`src/rtl/stop_watch_ctrl.sv`:
```
// Stopwatch control: debounces and edge-detects the go/clr buttons and sequences start/stop/clear/lap.
// Define STOP_WATCH_LAP_EN to build the LAP state, the snapshot register and the lap output.
module stop_watch_ctrl #(
  parameter int unsigned DB_CNT = 1_000_000
) (
  input  logic       clk,
  input  logic       reset,
  input  logic       btn_go,
  input  logic       btn_clr,
  input  logic [3:0] d2,
  input  logic [3:0] d1,
  input  logic [3:0] d0,
  output logic       go,
  output logic       clr,
  output logic [3:0] q2,
  output logic [3:0] q1,
  output logic [3:0] q0,
  output logic       run,
  output logic       lap
);

  localparam int unsigned   CW       = $clog2(DB_CNT + 1);
  localparam logic [CW-1:0] CNT_LAST = CW'(DB_CNT - 1);

  // Bit 0 is the go button, bit 1 the clr button.
  logic [1:0]    btn;
  logic [1:0]    sync1_q, sync2_q, lvl_q, prev_q, arm_q, p_q;
  logic [CW-1:0] cnt_q [2];
  logic [1:0]    warm_q;
  logic          p_go, p_clr;

  assign btn = {btn_clr, btn_go};

  // arm_q withholds press events until the synced button has been seen released after reset,
  // so a button held through reset cannot fire on its own.
  always_ff @(posedge clk) begin
    if (reset) begin
      sync1_q <= '0;
      sync2_q <= '0;
      lvl_q   <= '0;
      prev_q  <= '0;
      arm_q   <= '0;
      p_q     <= '0;
      warm_q  <= '0;
      for (int unsigned i = 0; i < 2; i++) cnt_q[i] <= '0;
    end else begin
      sync1_q <= btn;
      sync2_q <= sync1_q;
      prev_q  <= lvl_q;
      p_q     <= lvl_q & ~prev_q & arm_q;
      if (warm_q != 2'd2) warm_q <= warm_q + 2'd1;
      if (warm_q == 2'd2) arm_q <= arm_q | ~sync2_q;
      for (int unsigned i = 0; i < 2; i++) begin
        if (sync2_q[i] == lvl_q[i]) begin
          cnt_q[i] <= '0;
        end else if (cnt_q[i] == CNT_LAST) begin
          cnt_q[i] <= '0;
          lvl_q[i] <= sync2_q[i];
        end else begin
          cnt_q[i] <= cnt_q[i] + CW'(1);
        end
      end
    end
  end

  assign p_go  = p_q[0];
  assign p_clr = p_q[1] & ~p_q[0];

  typedef enum logic [1:0] {
    S_IDLE,
    S_RUN,
    S_PAUSE
`ifdef STOP_WATCH_LAP_EN
    , S_LAP
`endif
  } state_t;

  state_t      state_q, state_d;
  logic        go_q, go_d, clr_q, clr_d, run_q, run_d;
  logic [11:0] q_q, q_d, live;
`ifdef STOP_WATCH_LAP_EN
  logic        lap_q, lap_d;
  logic [11:0] snap_q, snap_d;
`endif

  assign live = {d2, d1, d0};

  always_ff @(posedge clk) begin
    if (reset) begin
      state_q <= S_IDLE;
      go_q    <= 1'b0;
      clr_q   <= 1'b0;
      run_q   <= 1'b0;
      q_q     <= '0;
`ifdef STOP_WATCH_LAP_EN
      lap_q   <= 1'b0;
      snap_q  <= '0;
`endif
    end else begin
      state_q <= state_d;
      go_q    <= go_d;
      clr_q   <= clr_d;
      run_q   <= run_d;
      q_q     <= q_d;
`ifdef STOP_WATCH_LAP_EN
      lap_q   <= lap_d;
      snap_q  <= snap_d;
`endif
    end
  end

  always_comb begin
    state_d = state_q;
    case (state_q)
      S_IDLE, S_PAUSE: begin
        if (p_go)       state_d = S_RUN;
        else if (p_clr) state_d = S_IDLE;
      end
      S_RUN: begin
        if (p_go)       state_d = S_PAUSE;
`ifdef STOP_WATCH_LAP_EN
        else if (p_clr) state_d = S_LAP;
`endif
      end
`ifdef STOP_WATCH_LAP_EN
      S_LAP: begin
        if (p_go)       state_d = S_PAUSE;
        else if (p_clr) state_d = S_RUN;
      end
`endif
      default: state_d = S_IDLE;
    endcase
  end

  always_comb begin
    go_d  = (state_d == S_RUN);
`ifdef STOP_WATCH_LAP_EN
    go_d  = go_d || (state_d == S_LAP);
`endif
    run_d = go_d;
    clr_d = p_clr && ((state_q == S_IDLE) || (state_q == S_PAUSE));
`ifdef STOP_WATCH_LAP_EN
    lap_d  = (state_d == S_LAP);
    snap_d = snap_q;
    if ((state_q == S_RUN) && p_clr) snap_d = live;
    q_d    = lap_q ? snap_q : live;
`else
    q_d    = live;
`endif
  end

  assign go           = go_q;
  assign clr          = clr_q;
  assign run          = run_q;
  assign {q2, q1, q0} = q_q;
`ifdef STOP_WATCH_LAP_EN
  assign lap          = lap_q;
`else
  assign lap          = 1'b0;
`endif

endmodule

```
`config.mk`:
```
export PLATFORM = sky130hd
export DESIGN_NAME = stop_watch_ctrl
export DESIGN_NICKNAME = d
export VERILOG_FILES = /design/src/rtl/stop_watch_ctrl.sv
export SDC_FILE = /design/constraint.sdc
export NUM_CORES = 1
export LEC_CHECK = 0
export BUFFER_PORTS_ARGS = -buffer_cell sky130_fd_sc_hd__buf_2
export CAP_MARGIN = 20
export CELL_PAD_IN_SITES_DETAIL_PLACEMENT = 0
export CELL_PAD_IN_SITES_GLOBAL_PLACEMENT = 1
export CORE_UTILIZATION = 40
export CTS_BUF_LIST = sky130_fd_sc_hd__clkbuf_8
export CTS_CLUSTER_SIZE = 16
export DETAILED_ROUTE_END_ITERATION = 8
export PLACE_DENSITY_LB_ADDON = 0.1
export SLEW_MARGIN = 5
export SYNTH_ARGS = -nofsm -noshare
export SYNTH_HDL_FRONTEND = slang
export SYNTH_SLANG_ARGS = --single-unit
export TNS_END_PERCENT = 50
```
`constraint.sdc`:
```
create_clock -name clk -period 3.4 [get_ports clk]
set_input_delay 0.34 -clock clk [delete_from_list [all_inputs] [get_ports clk]]
set_output_delay 0.34 -clock clk [all_outputs]
set_load 0.05 [all_outputs]
```
### Word level (Yosys, flattened, before mapping)

Memory sizes are Yosys's and may differ from the RTL's.
Index checks and enable logic that the tools add are counted.

| cells by class | value |
|---|---|
| magnitude comparators | 0 |
| div/mod/pow operators | 0 |
| reduce and logical (&&, ||, !) cells | 6 |
| mux-type cells | 34 |
| bitwise gates (word level) | 15 |
| shift operators | 0 |
| add/sub/neg operators | 3 |
| multiply operators | 0 |
| equality and inequality tests | 9 |

Operators by type and width:

| kind | number |
|---|---|
| 20-bit 2-to-1 mux | 6 |
| 20-bit by 1-bit adder with 20-bit output, second input constant | 2 |
| 20-bit equality test, second input constant | 2 |
| 1-bit 2-to-1 mux | 24 |
| 2-bit 2-to-1 mux | 3 |
| 1-bit OR | 6 |
| 2-bit bitwise AND | 2 |
| 2-bit by 1-bit equality test with 1-bit output, second input constant | 2 |
| 2-bit equality test, second input constant | 2 |
| 2-bit inverter | 2 |
| 2-bit case mux with 2 select lines | 1 |
| 2-bit AND reduction | 2 |
| 1-bit inverter | 3 |
| 2-bit by 1-bit adder with 2-bit output, second input constant | 1 |
| 1-bit equality test | 2 |
| 2-bit logical NOT | 1 |
| 2-bit != test, second input constant | 1 |
| 2-bit OR | 1 |
| 2-bit OR reduction | 1 |
| 1-bit bitwise AND | 1 |
| 1-bit logical AND | 1 |
| 1-bit logical OR | 1 |

| word-level totals | value |
|---|---|
| bits in latches | 0 |
| output and inout port bits | 16 |
| word-level logic and storage cells | 80 |
| memories kept | 1 |
| bits in writable memories | 40 |
| ROM bits | 0 |
| bits in registers | 30 |

Memory list:

| memory | depth | width | rd ports | clocked after memory_dff | wr ports | RTL line | RTL |
|---|---|---|---|---|---|---|---|
| cnt_q | 2 | 20 | 2 | 0 | 2 | 28 | `logic [CW-1:0] cnt_q [2];` |

### Longest topological paths before layout

Gate-level depths: netlist (run 1).
An unclocked memory read counts as a cell.

| logic depth | value |
|---|---|
| depth in word-level cells | 8 |
| depth in mapped cells | 6 |

### Worst setup path before layout (run 1)

OpenSTA, ideal clock, no wires.

| path | value |
|---|---|
| kind | reg-to-reg |
| start point | mem cnt_q[1][12] (netlist name) |
| end point | mem cnt_q[1][10] (netlist name), data pin |
| library setup time | 266 ps |
| buffers on the path | 1 |
| required time | 3134 ps |
| clock period less this slack | 1935 ps |
| slack | 1465 ps |
| arrival | 1669 ps |
| stages on the path, launching flop included | 6 |
| path through | edfxtp_1 and4bb_2 nand4b_1 o21ai_1 clkbuf_1 nor2_1 |

RTL lines:

| item | RTL line |
|---|---|
| from (decl) | 28 |

==> impl_metrics.tcl, run 1 <==
set metrics [dict create \
    gr-total-overflow 0 \
    core-area_mm2 0.00769 \
    cp.arrival_ns 2.25 \
    whs_ns 0.203 \
    drt_wl_total_mm 5.33 \
    port-buffer-count 30 \
    crit_path_end_kind "register" \
    avgSynthCellArea_um2 10.6 \
    grt_pass1_vias 2021 \
    synth_edf_count 40 \
    hold_buffers 0 \
    grt_usage 0.139 \
    crit_path_top_delay_cell "or4_1" \
    dp_slack_ns 1.36 \
    fill_cells 778 \
    slew_violations 0 \
    synth_cells 299 \
    crit_required_ns 3.60 \
    wl_met3_um 180 \
    setup_ws_ns 1.34 \
    drt_iter0_markers 69 \
    vdd_drop_max_v 0.000238 \
    worst_pin_slew_ns 0.562 \
    cp_max_fo 8 \
    top_layer_used "met4" \
    antennaDiodeCount 0 \
    core.rowCount 32 \
    cp_top_family "simple AND/OR/NAND/NOR gates" \
    largest_register "cnt_q" \
    root_buffer "clkbuf_8" \
    dieArea_mm2 0.00825 \
    status "finished clean" \
    design.portCount 32 \
    grt_pass1_wl_mm 9.02 \
    setup_viol 0 \
    power.density_mw_per_mm2 481 \
    dr_wl_met2_mm 2.46 \
    tritoncts "built" \
    ys_top_cells_by_area "edfxtp_1, dfxtp_1, xor2_1" \
    synth_cell_type_count 39 \
    grt_max_degree 33 \
    drive_above_1_share 0.144 \
    post_cts_resized 0 \
    fp.dieW_um 90.8 \
    cap_violations 0 \
    ys_ff_latch 70 \
    worstPathCellList "nand4_2, or4_1, or4_1, a21oi_1" \
    crit_path_start_kind "register" \
    vias 2215 \
    wl_met1_mm 2.62 \
    clkLatencyLatePin_ns 0.34 \
    rrSetupSlack_ns 1.34 \
    cts_setup_buffers 0 \
    synth-async-reset-ratio 0 \
    yosysWarnings 0 \
    synth_common_cells "edfxtp_1, nor2_1, dfxtp_1, a21oi_1, nor2b_1" \
    cpMostUsedCell "or4_1" \
    area_growth_syn_to_layout_pct 18.3 \
    cts_buffers 9 \
    die_h_um 90.8 \
    seq_area_mm2 0.00180 \
    clkSinkCount 70 \
    rsz0062_at_grt "false" \
    largest_reg_flops 40 \
    cts_buffer_depth 2 \
    tns_ns 0 \
    syn_area_mm2 0.00316 \
    synth_top_cell_area_share 0.381 \
    timing.slew.headroom 0.625 \
    hpwl_mm 3.75 \
    postLayoutCellArea_mm2 0.00373 \
    multi_input_area_mm2 0.00141 \
    start_util 0.410 \
    cp_num_buf_inv 0 \
    finalPower_mw 1.79 \
    post-route-min-period_ns 2.06 \
    gp_congestion 0.798 \
    dr.pass1.iters 4 \
    detail-route-antenna-nets 0 \
    reg_top3 "cnt_q: 40 flops, q_q: 12 flops" \
    ys_seq_area_frac 0.571 \
    min_path_type "in -> reg" \
    place_area_mm2 0.00354 \
    wl_per_cell_um 11.2 \
    hold_viol 0 \
    clk_pin_slew_ns 0.08 \
    htreeDepth 3 \
    grt_antenna_before_repair 0 \
    via_per_inst 4.65 \
    synth_ff_type "edfxtp_1" \
    synth_top_cell_by_area "edfxtp_1" \
    fmax_mhz 487 \
    finClkSkew_ns 0.0106 \
    finalCritPeriodShare 0.605 \
    p_leak_nw 1.40 \
    synth_most_common_cell "edfxtp_1" \
    finalNetCount 388 \
    route.detailed.drc 0 \
    worstSetupPathType "reg -> reg" \
    critical_path.max_stage_delay_ns 0.65 \
]
==> final timing paths <==
check | from | endpoint | cells after the start
worst max-delay path | cnt_q[1][9] | cnt_q[1][19] | 4
worst min-delay path | d1[3] | q_q[7] | 2
worst max register to register | cnt_q[1][9] | cnt_q[1][19] | 4
worst min register to register | sync1_q[1] | sync2_q[1] | 1
==> metrics by stage <==
stage | cells | util
6_report | 476 | 0.486
5_1_grt | 476 | 0.486
4_1_cts | 476 | 0.486
3_5_place_dp | 460 | 0.460
3_3_place_gp | 460 | 0.460
2_1_floorplan | 338 | -
==> layer usage <==
metal | vias up | track usage
li1 | 1172 | -
met1 | 1001 | 0.174
met2 | 36 | 0.220
met3 | 6 | 0.0480
met4 | 0 | 0.0556
met5 | - | 0
==> cells by family after synthesis <==
kind of cell / share of synthesized area
buf+inv: 0.0297
fa+ha+maj: 0.0119
compound gates: 0.0690
flops: 0.571
other cells: 0.00238
simple gates: 0.247
xor+xnor: 0.0694
==> cells in the final DEF, fill, tap and decap left out, types with 7 or more instances in the layout <==
cell,synthesis,final
nor2b_1,19,19
edfxtp_1,40,40
nand3_1,16,16
a21oi_1,20,20
dfxtp_1,30,30
conb_1,2,41
inv_1,10,11
or3_1,9,9
nand4_1,9,9
o21ai_0,7,7
nand2_1,14,14
xor2_1,15,15
clkbuf_8,0,9
nor2_1,33,33
buf_2,3,30
xnor2_1,10,10
==> power breakdown <==
group | internal, mW | switching (mW)
clock | 0.343 | 0.326
combinational | 0.0560 | 0.0933
sequential | 0.943 | 0.0328
total | 1.34 | 0.452
==> final cells by class <==
| cell class | count | share of cell area |
|---|---|---|
| Inverter | 10 | 0.0101 |
| Multi-Input combinational cell | 246 | 0.377 |
| Clock inverter | 7 | 0.0188 |
| Clock buffer | 9 | 0.0332 |
| Timing Repair Buffer | 32 | 0.0443 |
| Sequential cell | 70 | 0.483 |
| Tap cell | 102 | 0.0342 |
==> worst register-to-register path, stage by stage, from the launching register on <==
cell      delay [ns]
edfxtp_1        0.46
nand4_2         0.15
or4_1           0.65
or4_1           0.50
a21oi_1         0.15
(Power assumes the default switching activity.)
==> inputs of run 2 (changes only) <==
- clock period: 3.4 -> 1.7 ns (I/O delays scaled with it)
==> impl_metrics.tcl, run 2 (synthesized netlist as in run 1, its figures left out) <==
set metrics [dict create \
    grt_pass1_wl_mm 10.3 \
    finalCritPeriodShare 1.03 \
    largest_register "cnt_q" \
    crit_required_ns 1.90 \
    setup_viol 4 \
    p_comb_frac 0.101 \
    min_path_type "in -> reg" \
    clkLatencyLatePin_ns 0.35 \
    core.rowCount 32 \
    largest_reg_flops 40 \
    multi_input_area_mm2 0.00149 \
    grt_pass1_vias 2387 \
    cp_top_family "simple AND/OR/NAND/NOR gates" \
    final_common_cell "buf_4" \
    crit_path_start_kind "register" \
    htreeDepth 3 \
    worstSetupPathType "reg -> reg" \
    wl_per_cell_um 11.1 \
    worstPathCellList "nand2_2, or4_4, or4_1, a21oi_1" \
    finalPower_mw 3.59 \
    root_buffer "clkbuf_8" \
    p_leak_nw 1.63 \
    die_h_um 90.8 \
    vias 2420 \
    power.density_mw_per_mm2 863 \
    slew_violations 0 \
    drt_wl_total_mm 5.78 \
    fill_cells 729 \
    grt_usage 0.157 \
    dieArea_mm2 0.00825 \
    setup_ws_ns -0.0578 \
    cp.arrival_ns 1.95 \
    drive_above_1_share 0.273 \
    port-buffer-count 30 \
    p_seq_frac 0.541 \
    fmax_mhz 569 \
    grtUsageMet3 0.0328 \
    dr.pass1.iters 4 \
    switching_share 0.269 \
    post-route-min-period_ns 1.76 \
    tritoncts "built" \
    switching_power_mw 0.966 \
    finalNetCount 432 \
    final_cell_mix "buf_4, conb_1, edfxtp_1" \
    use_met1 0.194 \
    design.portCount 32 \
    clkSinkCount 70 \
    route.detailed.drc 0 \
    seq_area_mm2 0.00180 \
    fp.dieW_um 90.8 \
    tns_ns -0.104 \
    gp_congestion 0.759 \
    antennaDiodeCount 0 \
    cp_max_fo 8 \
    drt_iter0_markers 65 \
    grt_max_degree 22 \
    rsz0062_at_grt "true" \
    hpwl_mm 4.16 \
    grt_busiest_layer "met2" \
    use_met2 0.261 \
    detail-route-antenna-nets 0 \
    gr-total-overflow 0 \
    crit_path_end_kind "register" \
    area_growth_syn_to_layout_pct 31.9 \
    cts_buffer_depth 2 \
    via_per_inst 4.65 \
    violations "negative setup slack" \
    cap_violations 0 \
    start_util 0.410 \
    internal_power_mw 2.63 \
    pwr-share-clk 0.358 \
    vdd_drop_max_v 0.000445 \
    grt_antenna_before_repair 0 \
    status "complete, but fails checks" \
    hold_viol 0 \
    cp_num_buf_inv 0 \
    clk_pin_slew_ns 0.09 \
    crit_path_top_delay_cell "or4_4" \
    reg_top3 "cnt_q: 40 flops, q_q: 12 flops" \
    finClkSkew_ns 0.00794 \
    critical_path.max_stage_delay_ns 0.56 \
    cts_buffers 9 \
    core-area_mm2 0.00769 \
]
## run 2: repair_timing
action                                 CTS  global route
endpoints found under the hold margin    0             0
gates resized for setup                  4             9
pin swaps                                5             8
setup endpoints to repair               39            40
setup buffers                            1             3
hold buffers                             0             0
## run 2: metrics by stage
stage          std cells  worst slack [ns]  cell area (µm²)  utilization  hold WS (ns)
2_1_floorplan        338           -0.0716             3340            -         0.249
3_3_place_gp         500           -0.0539             3890        0.506         0.375
3_5_place_dp         500           -0.0964             3890        0.506         0.386
4_1_cts              517           -0.0389             4100        0.534       0.00874
5_1_grt              520            -0.123             4160        0.542        0.0181
6_report             520           -0.0578             4160        0.542        0.0213
## run 2: metal layers
layer / routed length (µm) / vias to the layer above
met1: 2740 / 1117
li1: - / 1266
met2: 2800 / 28
met5: 0 / -
met3: 142 / 9
met4: 98 / 0
## run 2: cell type report
class                      instances  area share
clock inverter                     6      0.0114
multi-input combinational        246       0.357
tap                              102      0.0307
timing repair buffer              76       0.126
inverter                          10     0.00902
sequential                        70       0.433
clock buffer                      10      0.0331
## run 2: path summary, 6_finish.rpt
path                from      endpoint  slack, ns  cells past startpoint
min reg2reg   sync1_q[0]    sync2_q[0]       0.44                      1
max          cnt_q[1][7]  cnt_q[1][18]      -0.06                      4
max reg2reg  cnt_q[1][7]  cnt_q[1][18]      -0.06                      4
min                d2[0]        q_q[8]       0.02                      2
## run 2: power by group through the flow
stage               registers (mW)  logic [mW]  clock network (mW)
global route                  1.96       0.418                1.41
global placement              1.98       0.347                   0
finish                        1.94       0.364                1.29
floorplan                     2.03       0.190                   0
CTS                           1.94       0.362                1.34
detailed placement            1.98       0.357                   0
## run 2: worst register-to-register path, cell delays in order, from the launching register on
cell and delay, ns:
edfxtp_1 0.41, nand2_2 0.07, or4_4 0.56, or4_1 0.42, a21oi_1 0.14
==> inputs of run 3 (changes only) <==
- SKIP_LAST_GASP: not set -> 1
==> impl_metrics.tcl, run 3 (synthesized netlist as in run 1, its figures left out) <==
set metrics [dict create \
    crit_path_start_kind "register" \
    cts_buffers 9 \
    fp.dieW_um 90.8 \
    die_h_um 90.8 \
    setup_viol 3 \
    drt_wl_total_mm 5.76 \
    grt_pass1_wl_mm 10.2 \
    p_leak_nw 1.63 \
    setup_ws_ns -0.0511 \
    cts_buffer_depth 2 \
    final_util 0.540 \
    worstHoldStart "d2[0]" \
    whs_path_depth 2 \
    reg2reg_to "cnt_q[1][18]" \
    drive_above_1_share 0.269 \
    tns_ns -0.0803 \
    grt_max_degree 22 \
    final_cell_mix "buf_4, conb_1, edfxtp_1" \
    hold_path_end "q_q[8]" \
    p_comb_frac 0.101 \
    finalCritPeriodShare 1.03 \
    internal_power_mw 2.63 \
    violations "negative setup slack" \
    tritoncts "built" \
    switching_share 0.269 \
    fmax_mhz 571 \
    finalNetCount 431 \
    wl_per_cell_um 11.1 \
    hpwl_mm 4.16 \
    rrSetupSlack_ns -0.05 \
    via_per_inst 4.66 \
    area_growth_syn_to_layout_pct 31.4 \
    post-route-min-period_ns 1.75 \
    dr.pass1.iters 4 \
    cp.arrival_ns 1.95 \
    clkLatencyLatePin_ns 0.35 \
    worstSetupPathType "reg -> reg" \
    route.detailed.drc 0 \
    reg_top3 "cnt_q: 40 flops, q_q: 12 flops" \
    clk_pin_slew_ns 0.08 \
    clkSinkCount 70 \
    hold_buffers 0 \
    grt_pass1_vias 2391 \
    cap_violations 0 \
    drt_iter0_markers 73 \
    slew_violations 0 \
    power.density_mw_per_mm2 867 \
    pwr-share-clk 0.359 \
    finClkSkew_ns 0.00763 \
    crit_required_ns 1.90 \
    gr-total-overflow 0 \
    port-buffer-count 30 \
    largest_reg_flops 40 \
    dieArea_mm2 0.00825 \
    root_buffer "clkbuf_8" \
    cp_max_fo 8 \
    rsz0062_at_grt "true" \
    antennaDiodeCount 0 \
    hold_viol 0 \
    start_util 0.410 \
    finalPower_mw 3.60 \
    vdd_drop_max_v 0.000447 \
    grt_antenna_before_repair 0 \
    min_path_type "in -> reg" \
    r2r-start "cnt_q[1][7]" \
    p_seq_frac 0.540 \
    design.portCount 32 \
    gp_congestion 0.759 \
    r2r_cells 4 \
    crit_path_end_kind "register" \
    core.rowCount 32 \
    grt_usage 0.157 \
    final_common_cell "buf_4" \
    detail-route-antenna-nets 0 \
    status "complete, but fails checks" \
    vias 2416 \
    core-area_mm2 0.00769 \
    htreeDepth 3 \
    switching_power_mw 0.968 \
    largest_register "cnt_q" \
]
## run 3: cell count changes in the layout (fill, tap and decap cells not counted), moves of 3 or more
cell     previous run  this run
a21oi_1            16        19
a21oi_2             4         1
nor2_1             33        28
nor2_2              0         4
## run 3: final cells by class
class / count / area [µm²]
inverters: 10 / 37.5
well taps: 102 / 128
multi-input cells: 246 / 1480
fillers: 730 / 3540
flip-flops and latches: 70 / 1800
clock buffers: 10 / 138
clock inverters: 6 / 47.5
repair buffers: 75 / 517
## run 3: worst max-delay path: stages (launching register included)
cell and delay [ns]:
edfxtp_1 0.41, nand2_2 0.07, or4_4 0.56, or4_1 0.42
a21oi_1 0.14
## run 3: per-stage QoR
stage               cell area, µm²  std cells  hold WS [ns]  setup WS [ns]
floorplan                     3340        338         0.249        -0.0716
CTS                           4100        517       0.00874        -0.0389
global placement              3890        500         0.375        -0.0539
detailed placement            3890        500         0.386        -0.0964
finish                        4150        519        0.0195        -0.0511
global route                  4150        519        0.0181         -0.123
## run 3: how the worst max path moves through the flow
stage,startpoint,to,slack (ns),cells after the start
after global placement,cnt_q[1][8],cnt_q[1][19],-0.05,4
after floorplan,cnt_q[1][12],cnt_q[1][18],-0.07,5
after CTS,cnt_q[1][7],cnt_q[1][18],-0.04,4
after global routing,cnt_q[0][10],cnt_q[0][18],-0.12,5
final,cnt_q[1][7],cnt_q[1][18],-0.05,4
after detailed placement,cnt_q[1][13],cnt_q[1][18],-0.1,4
## run 3: metal layers
metal  wire, µm  vias up  share of wire  global-route usage
li1           -     1264              -                   -
met1       2750     1115           0.48               0.192
met2       2770       28           0.48               0.261
met3        133        9          0.023              0.0328
met4         97        0          0.017              0.0754
met5          0        -              0                   0
## run 3: what timing repair did
item,4_1_cts,5_1_grt
setup endpoints to repair,39,40
pin swaps,4,9
setup buffers,1,2
resized for setup,3,10
## run 3: power by group through the flow
stage / Clock [mW] / Sequential [mW] / Combinational [mW]
finish: 1.29 / 1.94 / 0.363
global route: 1.41 / 1.96 / 0.417
CTS: 1.34 / 1.94 / 0.361
detailed placement: 0 / 1.98 / 0.357
global placement: 0 / 1.98 / 0.347
floorplan: 0 / 2.03 / 0.190
